<file path="src/rtl/priority_decoder_seq.sv">
// priority_decoder_seq: receiving end of a 4-input priority encoder.
// Takes one {valid, code} request per handshake and turns it into a one-hot
// grant. The grant is held for a minimum number of cycles. After that the
// block waits for the consumer's ack, and gives up after a bounded timeout.
module priority_decoder_seq #(
   parameter int unsigned HOLD_CYCLES    = 4,   // 1..255
   parameter int unsigned TIMEOUT_CYCLES = 16   // 1..255
) (
   input  logic       clk,
   input  logic       rst_n,
   input  logic       in_valid,
   input  logic [1:0] in_code,
   output logic       in_ready,
   output logic [3:0] grant,
   output logic       grant_valid,
   input  logic       ack,
   output logic       busy,
   output logic       timeout,
   output logic [7:0] timeout_cnt
);

   typedef enum logic [1:0] {
      IDLE     = 2'd0,
      HOLD     = 2'd1,
      WAIT_ACK = 2'd2
   } state_e;

   // Timers count down to zero, so they load with N-1.
   localparam logic [7:0] HOLD_INIT = 8'(HOLD_CYCLES - 1);
   localparam logic [7:0] TO_INIT   = 8'(TIMEOUT_CYCLES - 1);

   state_e     state_q, state_d;
   logic [3:0] grant_q, grant_d;
   logic       grant_valid_q, grant_valid_d;
   logic       busy_q, busy_d;
   logic       timeout_q, timeout_d;
   logic [7:0] timeout_cnt_q, timeout_cnt_d;
   logic [7:0] hold_timer_q, hold_timer_d;
   logic [7:0] to_timer_q, to_timer_d;
   logic       ack_seen_q, ack_seen_d;

   // Next-state and next-output logic for the IDLE -> HOLD -> WAIT_ACK sequence.
   always_comb begin
      state_d       = state_q;
      grant_d       = grant_q;
      grant_valid_d = grant_valid_q;
      hold_timer_d  = hold_timer_q;
      to_timer_d    = to_timer_q;
      ack_seen_d    = ack_seen_q;
      timeout_d     = 1'b0;
      timeout_cnt_d = timeout_cnt_q;

      case (state_q)
         IDLE: begin
            // in_ready is 1 here, so in_valid alone completes the handshake.
            if (in_valid) begin
               state_d       = HOLD;
               grant_d       = 4'b0001 << in_code;
               grant_valid_d = 1'b1;
               hold_timer_d  = HOLD_INIT;
               ack_seen_d    = 1'b0;
            end
         end

         HOLD: begin
            // An ack seen early is remembered so the grant can drop right after HOLD.
            ack_seen_d = ack_seen_q | ack;
            if (hold_timer_q == 8'd0) begin
               if (ack_seen_q | ack) begin
                  state_d       = IDLE;
                  grant_d       = 4'b0000;
                  grant_valid_d = 1'b0;
               end else begin
                  state_d    = WAIT_ACK;
                  to_timer_d = TO_INIT;
               end
            end else begin
               hold_timer_d = hold_timer_q - 8'd1;
            end
         end

         WAIT_ACK: begin
            // If ack arrives on the same edge that the timer expires, ack takes priority.
            if (ack) begin
               state_d       = IDLE;
               grant_d       = 4'b0000;
               grant_valid_d = 1'b0;
            end else if (to_timer_q == 8'd0) begin
               state_d       = IDLE;
               grant_d       = 4'b0000;
               grant_valid_d = 1'b0;
               timeout_d     = 1'b1;
               if (timeout_cnt_q != 8'hFF)
                  timeout_cnt_d = timeout_cnt_q + 8'd1;
            end else begin
               to_timer_d = to_timer_q - 8'd1;
            end
         end

         default: begin
            state_d       = IDLE;
            grant_d       = 4'b0000;
            grant_valid_d = 1'b0;
         end
      endcase

      busy_d = (state_d != IDLE);
   end

   // State and registered outputs; reset drops any grant immediately.
   always_ff @(posedge clk or negedge rst_n) begin
      if (!rst_n) begin
         state_q       <= IDLE;
         grant_q       <= 4'b0000;
         grant_valid_q <= 1'b0;
         busy_q        <= 1'b0;
         timeout_q     <= 1'b0;
         timeout_cnt_q <= 8'd0;
         hold_timer_q  <= 8'd0;
         to_timer_q    <= 8'd0;
         ack_seen_q    <= 1'b0;
      end else begin
         state_q       <= state_d;
         grant_q       <= grant_d;
         grant_valid_q <= grant_valid_d;
         busy_q        <= busy_d;
         timeout_q     <= timeout_d;
         timeout_cnt_q <= timeout_cnt_d;
         hold_timer_q  <= hold_timer_d;
         to_timer_q    <= to_timer_d;
         ack_seen_q    <= ack_seen_d;
      end
   end

   // in_ready is combinational, so the encoder can see it within the same cycle.
   assign in_ready    = (state_q == IDLE);
   assign grant       = grant_q;
   assign grant_valid = grant_valid_q;
   assign busy        = busy_q;
   assign timeout     = timeout_q;
   assign timeout_cnt = timeout_cnt_q;

endmodule

</file>
<file path="config.mk">
export PLATFORM = sky130hd
export DESIGN_NAME = priority_decoder_seq
export DESIGN_NICKNAME = d
export VERILOG_FILES = /design/src/rtl/priority_decoder_seq.sv
export SDC_FILE = /design/constraint.sdc
export NUM_CORES = 1
export LEC_CHECK = 0
export CAP_MARGIN = 20
export CORE_MARGIN = 1
export CORE_UTILIZATION = 49
export CTS_CLUSTER_DIAMETER = 200
export DETAILED_ROUTE_END_ITERATION = 8
export PLACE_DENSITY = 0.85
export SLEW_MARGIN = 20
export SYNTH_ARGS = -nofsm -noshare
export SYNTH_HDL_FRONTEND = slang
export SYNTH_SLANG_ARGS = --single-unit
</file>
<file path="constraint.sdc">
create_clock -name clk -period 1.61 [get_ports clk]
set_input_delay 0.483 -clock clk [delete_from_list [all_inputs] [get_ports clk]]
set_output_delay 0.483 -clock clk [all_outputs]
set_load 0.01 [all_outputs]
</file>
==> impl_metrics.toml, run 1 <==
[outcome]
status = "finished, violations left"
failed_checks = "setup timing"

[route]
drtPass1Iterations = 4
vias = 1773
antenna_left = 0
drt_iter0_markers = 215
wire_per_inst_um = 23.04
drcViolationCount = 0
vias_per_cell = 6.051
wl_um = 6752

[cts]
clkTransAtPathRegs_ns = 0.12
insertion_delay_ns = 0.36
cts_tree = "done"
cts_sinks = 34
cts_max_path_buffers = 2
cts.hold.buffers_added = 0
numCtsBuffers = 5
htreeDepth = 2
cts-root-buf = "clkbuf_4"

[worst_setup_path]
rr_startpoint = "to_timer_q[1]$_DFFE_PN0P_"
arrival_ns = 2.18
setup.worst_path.end_class = "register"
cp-endpoint = "timeout_cnt[7]$_DFFE_PN0P_"
critPathMaxFanout = 3
worstSetupPathType = "register to register"
cp-startpoint = "to_timer_q[1]$_DFFE_PN0P_"
rrSetupSlack_ns = -0.28
r2r_end = "timeout_cnt[7]$_DFFE_PN0P_"
startpoint_type = "register"
reg2reg_depth = 8
required_ns = 1.90

[power_and_ir_drop]
p_sw_frac = 0.3780
power.leakage_nw = 1.355
pwr-share-clk = 0.167
p_switching_mw = 1.195
power_frac_comb = 0.445
power_density_mw_per_mm2 = 1114
p_int_mw = 1.965
ir_drop_mv = 0.9065
p_seq_frac = 0.388

[yosys]
ys_types = 55
syn_nets = 170
synth-simple-area-share = 0.2327
synth-compound-area-share = 0.1488
synthFlopType = "dfrtp_1"
netlist_top_cells_area = "dfrtp_1 (49%), xor2_1 (3.5%), ha_1 (2.9%)"
synth_cells = 160
synthArstFlopShare = 1.000
synth_xor_area_frac = 0.03540
synth_area_leader_cell = "dfrtp_1"
synth-seq-cells = 34
syn-mean-instance-area_um2 = 10.82
ys.warnings.count = 0
yosys-mux-area-fraction = 0.01806
yosys.area_share.adder = 0.02890
synth_top_area_share = 0.4913
synth_area_mm2 = 0.001732
seq_area_frac_synth = 0.4913
synth-edff-count = 0
synth_top_family_by_area = "simple AND/OR/NAND/NOR gates"

[cells_and_area]
finish.utilization = 0.8434
area_growth_pct = 63.80
stdcell_count = 293
layout.nets = 256
final_common_cell = "buf_4"
final_cell_mix = "buf_4 (50), dfrtp_1 (31), dlygate4sd2_1 (16)"
n_fill_cell = 178
layout-drive-gt1-share = 0.4818
final-seq-area_um2 = 854.6
antennaDiodeCount = 0
multiInputGateArea_mm2 = 0.001099

[worst_hold_path]
hold_path_class = "input pin to async pin"

[floorplanning]
initial_core_util = 0.5149
ios = 22
core-area_mm2 = 0.003363
num_rows = 21
die-area_mm2 = 0.003775
die_w_um = 61.45
dieHeight_um = 61.45

[timing]
setup_viol = 31
slew_viol_final = 0
fin_crit_ns = 1.889
final_hold_viol_count = 0
grt_setup_unrepaired = "yes"
fin_tns_setup_ns = -4.847
finClkSkew_ns = 0.01367
max_clock_freq_mhz = 529.4
min_period_over_period = 1.173
setup_slack_ns = -0.2789
worst_pin_slew_ns = 0.4161
relSlewSlack = 0.7218

[placement]
hpwl_um = 2941
gp_congestion = 0.8286
io_buffer_count = 21
placedCellCount = 256

[grt]
grtUsageTotal = 0.3519
grt_pass1_vias = 1655
grt_pass1_wl_um = 8970
grt_max_degree = 35
grt_overflow = 0
antenna_found_initial = 0

[run]
maxCapViolCount = 0
## power groups by stage
stage                     logic [mW]  registers (mW)  clock network (mW)
final                           1.41            1.23               0.528
after detailed placement        1.14            1.23                   0
after global placement          1.07            1.21                   0
after CTS                       1.16            1.21               0.515
after global routing            1.50            1.25               0.579
after floorplan                0.600            1.25                   0
## metal layers
| layer | up-vias | part of all wire | GRT usage |
|---|---|---|---|
| met2 | 91 | 0.54 | 0.5792 |
| met4 | 0 | 0.064 | 0.2190 |
| li1 | 759 | - | - |
| met1 | 878 | 0.34 | 0.3553 |
| met3 | 45 | 0.061 | 0.1786 |
| met5 | - | 0 | 0 |
## what timing repair did
item	CTS	global route
buffers inserted	19	11
endpoints found under the setup margin	44	31
resized for setup	50	33
pin swaps	22	20
## cell type report
class | count | area share
multi-input cells | 110 | 0.3873
clock inverters | 1 | 0.001764
well taps | 46 | 0.02029
flip-flops and latches | 34 | 0.3013
inverters | 11 | 0.01456
repair buffers | 84 | 0.2554
clock buffers | 7 | 0.01941
## how the worst min path moves through the flow
stage                                 to                    start
5_1_grt                timeout$_DFF_PN0_                    rst_n
3_5_place_dp     grant_valid$_DFFE_PN0P_  grant_valid$_DFFE_PN0P_
6_report       to_timer_q[3]$_DFFE_PN0P_                    rst_n
4_1_cts        to_timer_q[7]$_DFFE_PN0P_                    rst_n
2_1_floorplan     ack_seen_q$_DFFE_PN0P_                    rst_n
3_3_place_gp     grant_valid$_DFFE_PN0P_  grant_valid$_DFFE_PN0P_
## stage by stage
stage / worst slack, ns / power [mW] / hold slack (ns) / cell area, µm²
after detailed placement: -0.5261 / 2.366 / 0.4750 / 2280
final: -0.2789 / 3.160 / 0.4896 / 2836
after global routing: -0.4765 / 3.330 / 0.4822 / 2836
after global placement: -0.4713 / 2.277 / 0.4674 / 2280
after floorplan: -0.01513 / 1.850 / 0.1874 / 1780
after CTS: -0.1234 / 2.892 / 0.4915 / 2615
## Yosys cell counts (3+ instances only)
| cell | number |
|---|---|
| dfrtp_1 | 34 |
| inv_1 | 11 |
| nand2_1 | 9 |
| nor2_1 | 9 |
| nor3_1 | 8 |
| nand3_1 | 7 |
| xor2_1 | 7 |
| a21oi_1 | 5 |
| nand2b_1 | 5 |
| ha_1 | 4 |
| and3_1 | 3 |
| nor3b_1 | 3 |
| nor4_1 | 3 |
| o21ai_0 | 3 |
## cell families (layout without fill, tap and decap cells)
group | Yosys count | after routing
buf+inv | 16 | 103
simple gates | 64 | 64
xor+xnor | 7 | 7
flops | 34 | 34
mux | 3 | 3
compound gates | 32 | 32
fa+ha+maj | 4 | 4
## registers in the layout, indices dropped and copies added, names as in the netlist
name,count
state_q,2
timeout,1
to_timer_q,8
timeout_cnt,8
grant,4
hold_timer_q,8
ack_seen_q,1
busy,1
grant_valid,1
## critical path: stages, from the launching register on
cell and delay (ns):
dfrtp_1 0.42, inv_2 0.10, ha_4 0.13, nor3b_4 0.26, buf_6 0.15, nand3_4 0.07
buf_6 0.14, nor4_4 0.36, xor2_1 0.19
Power figures use the tool's default switching activity.
==> inputs of run 2 (changes only) <==
--- a/config.mk
+++ b/config.mk
@@ -10,7 +10,7 @@
 export CORE_UTILIZATION = 49
 export CTS_CLUSTER_DIAMETER = 200
 export DETAILED_ROUTE_END_ITERATION = 8
-export PLACE_DENSITY = 0.85
+export PLACE_DENSITY = 0.75
 export SLEW_MARGIN = 20
 export SYNTH_ARGS = -nofsm -noshare
 export SYNTH_HDL_FRONTEND = slang
==> run 2 against run 1 <==
Net effect:
- the flow still finishes with violations (setup timing)
- flip-flop and latch count unchanged
- clock power down 2%
- first-iteration DRC count down 48%
- die area unchanged
- sequential power about the same
- worst setup slack worse by 0.070 ns
- non-clock buffer count up 3
- count of clock-buffer cells in the layout unchanged
- routed wire length down 5.7%
- total power up 11%
==> impl_metrics.toml, run 2 (synthesized netlist as in run 1, its figures left out) <==
[route]
drtPass1Iterations = 4
wire_per_inst_um = 21.52
vias_per_cell = 6.132
drt_iter0_markers = 112
antenna_left = 0
vias = 1815
drcViolationCount = 0
wl_um = 6370

[power_and_ir_drop]
ir_drop_mv = 1.116
power.leakage_nw = 1.374
power_mw = 3.505
power_density_mw_per_mm2 = 1247

[worst_setup_path]
rr_startpoint = "to_timer_q[5]$_DFFE_PN0P_"
slowest_stage = "nor4b_4"
cp-startpoint = "to_timer_q[5]$_DFFE_PN0P_"
reg2reg_depth = 5
r2r_end = "timeout_cnt[4]$_DFFE_PN0P_"
slowest_delay_ns = 0.44
critPathMaxFanout = 6
rrSetupSlack_ns = -0.35
arrival_ns = 2.21
worstSetupPathType = "register to register"
startpoint_type = "register"
path_delay_family = "simple AND/OR/NAND/NOR gates"
setup.worst_path.end_class = "register"
path_cells = "nor4_4 -> buf_4 -> nand3_4 -> nor4b_4 -> xor2_1"
required_ns = 1.86
cp_num_buf_inv = 1

[floorplanning]
initial_core_util = 0.5149
ios = 22
die_w_um = 61.45
num_rows = 21
die-area_mm2 = 0.003775
core-area_mm2 = 0.003363
dieHeight_um = 61.45

[cts]
numCtsBuffers = 5
cts_max_path_buffers = 2
cts.hold.buffers_added = 0
insertion_delay_ns = 0.35
htreeDepth = 2
cts_tree = "done"
clkTransAtPathRegs_ns = 0.12
cts-root-buf = "clkbuf_4"
cts_sinks = 34

[placement]
hpwl_um = 2915
io_buffer_count = 21
gp_congestion = 0.7968
dp_slack_ns = -0.5651

[grt]
grt_pass1_wl_um = 8121
grt_max_degree = 35
grt_pass1_vias = 1688
grt_overflow = 0
antenna_found_initial = 0
grtUsageTotal = 0.3132

[timing]
slew_viol_final = 0
fin_crit_ns = 1.959
setup_slack_ns = -0.3488
relSlewSlack = 0.7574
finClkSkew_ns = 0.01843
final_hold_viol_count = 0
grt_setup_unrepaired = "yes"
worst_pin_slew_ns = 0.3612
min_period_over_period = 1.217
setup_viol = 29
max_clock_freq_mhz = 510.5

[worst_hold_path]
hold_path_class = "input pin to async pin"

[outcome]
status = "finished, violations left"
failed_checks = "setup timing"

[cells_and_area]
final_cell_mix = "buf_4 (58), dfrtp_1 (30), dlygate4sd2_1 (16)"
layout.nets = 259
finish.utilization = 0.8359
final_common_cell = "buf_4"
layout-drive-gt1-share = 0.5000
antennaDiodeCount = 0
area_growth_pct = 62.36

[run]
maxCapViolCount = 0
## run 2: worst reg2reg max path: cells and delay by family, from the launching register on
kind,cells,cell delay [ns]
flops,1,0.43
xor+xnor,1,0.24
buf+inv,1,0.21
simple gates,3,0.98
## run 2: worst max-delay path by stage
stage	end	cells after the start
2_1_floorplan	to_timer_q[7]$_DFFE_PN0P_	7
3_3_place_gp	to_timer_q[2]$_DFFE_PN0P_	6
3_5_place_dp	timeout_cnt[5]$_DFFE_PN0P_	5
4_1_cts	timeout_cnt[4]$_DFFE_PN0P_	7
5_1_grt	timeout_cnt[4]$_DFFE_PN0P_	5
6_report	timeout_cnt[4]$_DFFE_PN0P_	5
## run 2: layout make-up
class                      count  area [µm²]
multi-input combinational    110        1077
sequential                    34       855.8
timing repair buffer          87       719.4
fill                         177       551.8
tap                           46       57.56
clock buffer                   7       55.05
inverter                      11       41.29
clock inverter                 1       5.005
## run 2: where the power goes
| part | internal, mW | switching, mW |
|---|---|---|
| clock | 0.212 | 0.305 |
| sequential | 1.05 | 0.203 |
| combinational | 0.887 | 0.848 |
## run 2: stage by stage
step                      area [µm²]  hold slack (ns)  instances  setup TNS, ns
after floorplan                 1780           0.1874        160       -0.02003
after global placement          2302           0.4653        259         -12.43
after detailed placement        2302           0.4730        259         -13.69
after CTS                       2629           0.4890        285         -1.478
after global routing            2811           0.4786        296         -5.523
final                           2811           0.4777        296         -3.594
## run 2: timing repair
item / 4_1_cts / 5_1_grt
pin swaps: 21 / 17
buffers inserted: 18 / 13
gates resized for setup: 50 / 31
setup endpoints to repair: 45 / 31
## run 2: metal layers
layer	vias up	routed length, µm	GRT usage
li1	765	-	-
met1	896	2311	0.3513
met2	105	3199	0.5233
met3	49	469	0.09244
met4	0	389	0.1968
met5	-	0	0
==> inputs of run 3 (changes only) <==
--- a/config.mk
+++ b/config.mk
@@ -11,6 +11,7 @@
 export CTS_CLUSTER_DIAMETER = 200
 export DETAILED_ROUTE_END_ITERATION = 8
 export PLACE_DENSITY = 0.75
+export SKIP_LAST_GASP = 1
 export SLEW_MARGIN = 20
 export SYNTH_ARGS = -nofsm -noshare
 export SYNTH_HDL_FRONTEND = slang
==> constraint.sdc (replaced) <==
create_clock -name clk -period 1.61 [get_ports clk]
set_input_delay 0.322 -clock clk [delete_from_list [all_inputs] [get_ports clk]]
set_output_delay 0.322 -clock clk [all_outputs]
set_load 0.01 [all_outputs]
==> run 3 against run 2 <==
Net effect:
- the flow still finishes with violations (setup timing)
- routed wire length is 6.2% higher
- global-route usage rose by 0.52 points
- total power is 2.3% lower
- non-clock buffer count up 1
- count of clock-buffer cells in the layout shrank 1
- first-iteration DRC count increased by 32%
- final cell count stayed put
- register-to-register slack better by 0.05 ns
- critical path type unchanged
- critical endpoint is now timeout_cnt[5]$_DFFE_PN0P_
- largest cell class unchanged
==> impl_metrics.toml, run 3 (synthesized netlist as in run 1, its figures left out) <==
[outcome]
status = "finished, violations left"
failed_checks = "setup timing"

[route]
vias = 1857
wl_um = 6766
drt_iter0_markers = 148
drcViolationCount = 0
drtPass1Iterations = 4
vias_per_cell = 6.274
wire_per_inst_um = 22.86
antenna_left = 0

[worst_setup_path]
cp_num_buf_inv = 3
slowest_stage = "dfrtp_1"
startpoint_type = "register"
path_delay_family = "simple AND/OR/NAND/NOR gates"
rr_startpoint = "state_q[0]$_DFF_PN0_"
setup.worst_path.end_class = "register"
path_common_cell = "buf_4"
required_ns = 1.87
worstSetupPathType = "register to register"
r2r_end = "timeout_cnt[5]$_DFFE_PN0P_"
reg2reg_depth = 7
rrSetupSlack_ns = -0.30
critPathMaxFanout = 5
slowest_delay_ns = 0.41
arrival_ns = 2.17
path_cells = "buf_4 -> nor3b_2 -> buf_4 -> nand3_4 -> buf_4 -> nor4_4 -> xor2_1"

[floorplanning]
num_rows = 21
ios = 22
dieHeight_um = 61.45
initial_core_util = 0.5149
die_w_um = 61.45
core-area_mm2 = 0.003363
die-area_mm2 = 0.003775

[timing]
setup_slack_ns = -0.2983
final_hold_viol_count = 0
relSlewSlack = 0.7111
worst_pin_slew_ns = 0.4324
fin_tns_setup_ns = -5.703
min_period_over_period = 1.185
holdWs_ns = 0.3264
fin_crit_ns = 1.908
grt_setup_unrepaired = "yes"
finClkSkew_ns = 0.01747
max_clock_freq_mhz = 524.0
setup_viol = 31
slew_viol_final = 0

[power_and_ir_drop]
p_int_mw = 2.100
power_frac_comb = 0.496
power_density_mw_per_mm2 = 1187
power_mw = 3.426
p_seq_frac = 0.363
pwr-share-clk = 0.141
p_sw_frac = 0.3870
p_switching_mw = 1.326
ir_drop_mv = 1.335
power.leakage_nw = 1.433

[cts]
cts_max_path_buffers = 2
cts.hold.buffers_added = 0
cts_sinks = 34
clkTransAtPathRegs_ns = 0.11
cts_tree = "done"
numCtsBuffers = 5
htreeDepth = 2
cts-root-buf = "clkbuf_4"
insertion_delay_ns = 0.35

[grt]
grt_pass1_vias = 1735
grt_pass1_wl_um = 8335
antenna_found_initial = 0
grt_max_degree = 35
grt_overflow = 0
grtUsageTotal = 0.3184

[placement]
gp_congestion = 0.8497
placedCellCount = 261
dp_slack_ns = -0.4718
io_buffer_count = 21
hpwl_um = 2899
placed_cell_area_mm2 = 0.002311

[run]
maxCapViolCount = 0

[cells_and_area]
layout-drive-gt1-share = 0.4980
finalInstanceArea_mm2 = 0.002887
finish.utilization = 0.8583
layout.nets = 260
area_growth_pct = 66.69
final_common_cell = "buf_4"
final_cell_mix = "buf_4 (55), dfrtp_1 (32), clkdlybuf4s50_1 (10), buf_6 (10), nand2_1 (9)"
stdcell_count = 296

[worst_hold_path]
hold_path_class = "input pin to async pin"
[run 3: changes by cell type in the layout (fill, tap and decap cells not counted), moves of 2 or more]
cell	previous run	this run
nand2_1	7	9
clkdlybuf4s50_1	4	10
buf_6	7	10
buf_4	58	55
dlygate4sd2_1	16	4
dfrtp_2	4	2
o311ai_1	2	0
dlymetal6s2s_1	0	6
dfrtp_1	30	32
[run 3: area by class of cell]
class                           instances  area (µm²)
Timing Repair Buffer                   88       780.7
Antenna cell                            1       2.502
Sequential cell                        34       853.3
Clock buffer                            6       51.30
Tap cell                               46       57.56
Inverter                               11       41.29
Fill cell                             170       476.7
Multi-Input combinational cell        110        1100
[run 3: how the worst max path moves through the flow]
stage,start,to,slack (ns),depth (start not counted)
3_5_place_dp,ack,to_timer_q[7]$_DFFE_PN0P_,-0.47,5
2_1_floorplan,hold_timer_q[0]$_DFFE_PN0P_,to_timer_q[7]$_DFFE_PN0P_,-0.02,7
5_1_grt,state_q[0]$_DFF_PN0_,timeout_cnt[5]$_DFFE_PN0P_,-0.38,7
6_report,state_q[0]$_DFF_PN0_,timeout_cnt[5]$_DFFE_PN0P_,-0.30,7
4_1_cts,hold_timer_q[1]$_DFFE_PN0P_,grant[2]$_DFFE_PN0P_,-0.14,6
3_3_place_gp,ack,to_timer_q[7]$_DFFE_PN0P_,-0.40,5
[run 3: timing repair]
action | 4_1_cts | 5_1_grt
pin swaps | 23 | 12
resized for setup | 52 | 25
setup endpoints to repair | 39 | 39
buffers inserted | 20 | 10
[run 3: worst register-to-register path: cells and delay by family (launching register included)]
family | cells | cell delay (ns)
simple gates | 3 | 0.63
flops | 1 | 0.41
xor+xnor | 1 | 0.26
buf+inv | 3 | 0.51
[run 3: routing by layer]
| metal | part of all wire | wire, µm | global-route usage | vias to the layer above |
|---|---|---|---|---|
| met5 | 0 | 0 | 0 | - |
| met4 | 0.063 | 429 | 0.1746 | 0 |
| met3 | 0.079 | 534 | 0.07773 | 45 |
| met2 | 0.51 | 3428 | 0.5404 | 129 |
| met1 | 0.35 | 2373 | 0.3710 | 914 |
| li1 | - | - | - | 769 |
[run 3: power by group through the flow]
stage / Clock [mW] / Combinational [mW] / Sequential (mW)
detailed placement: 0 / 1.15 / 1.22
finish: 0.481 / 1.70 / 1.24
global placement: 0 / 1.08 / 1.21
CTS: 0.483 / 1.41 / 1.22
floorplan: 0 / 0.598 / 1.25
global route: 0.518 / 1.75 / 1.26
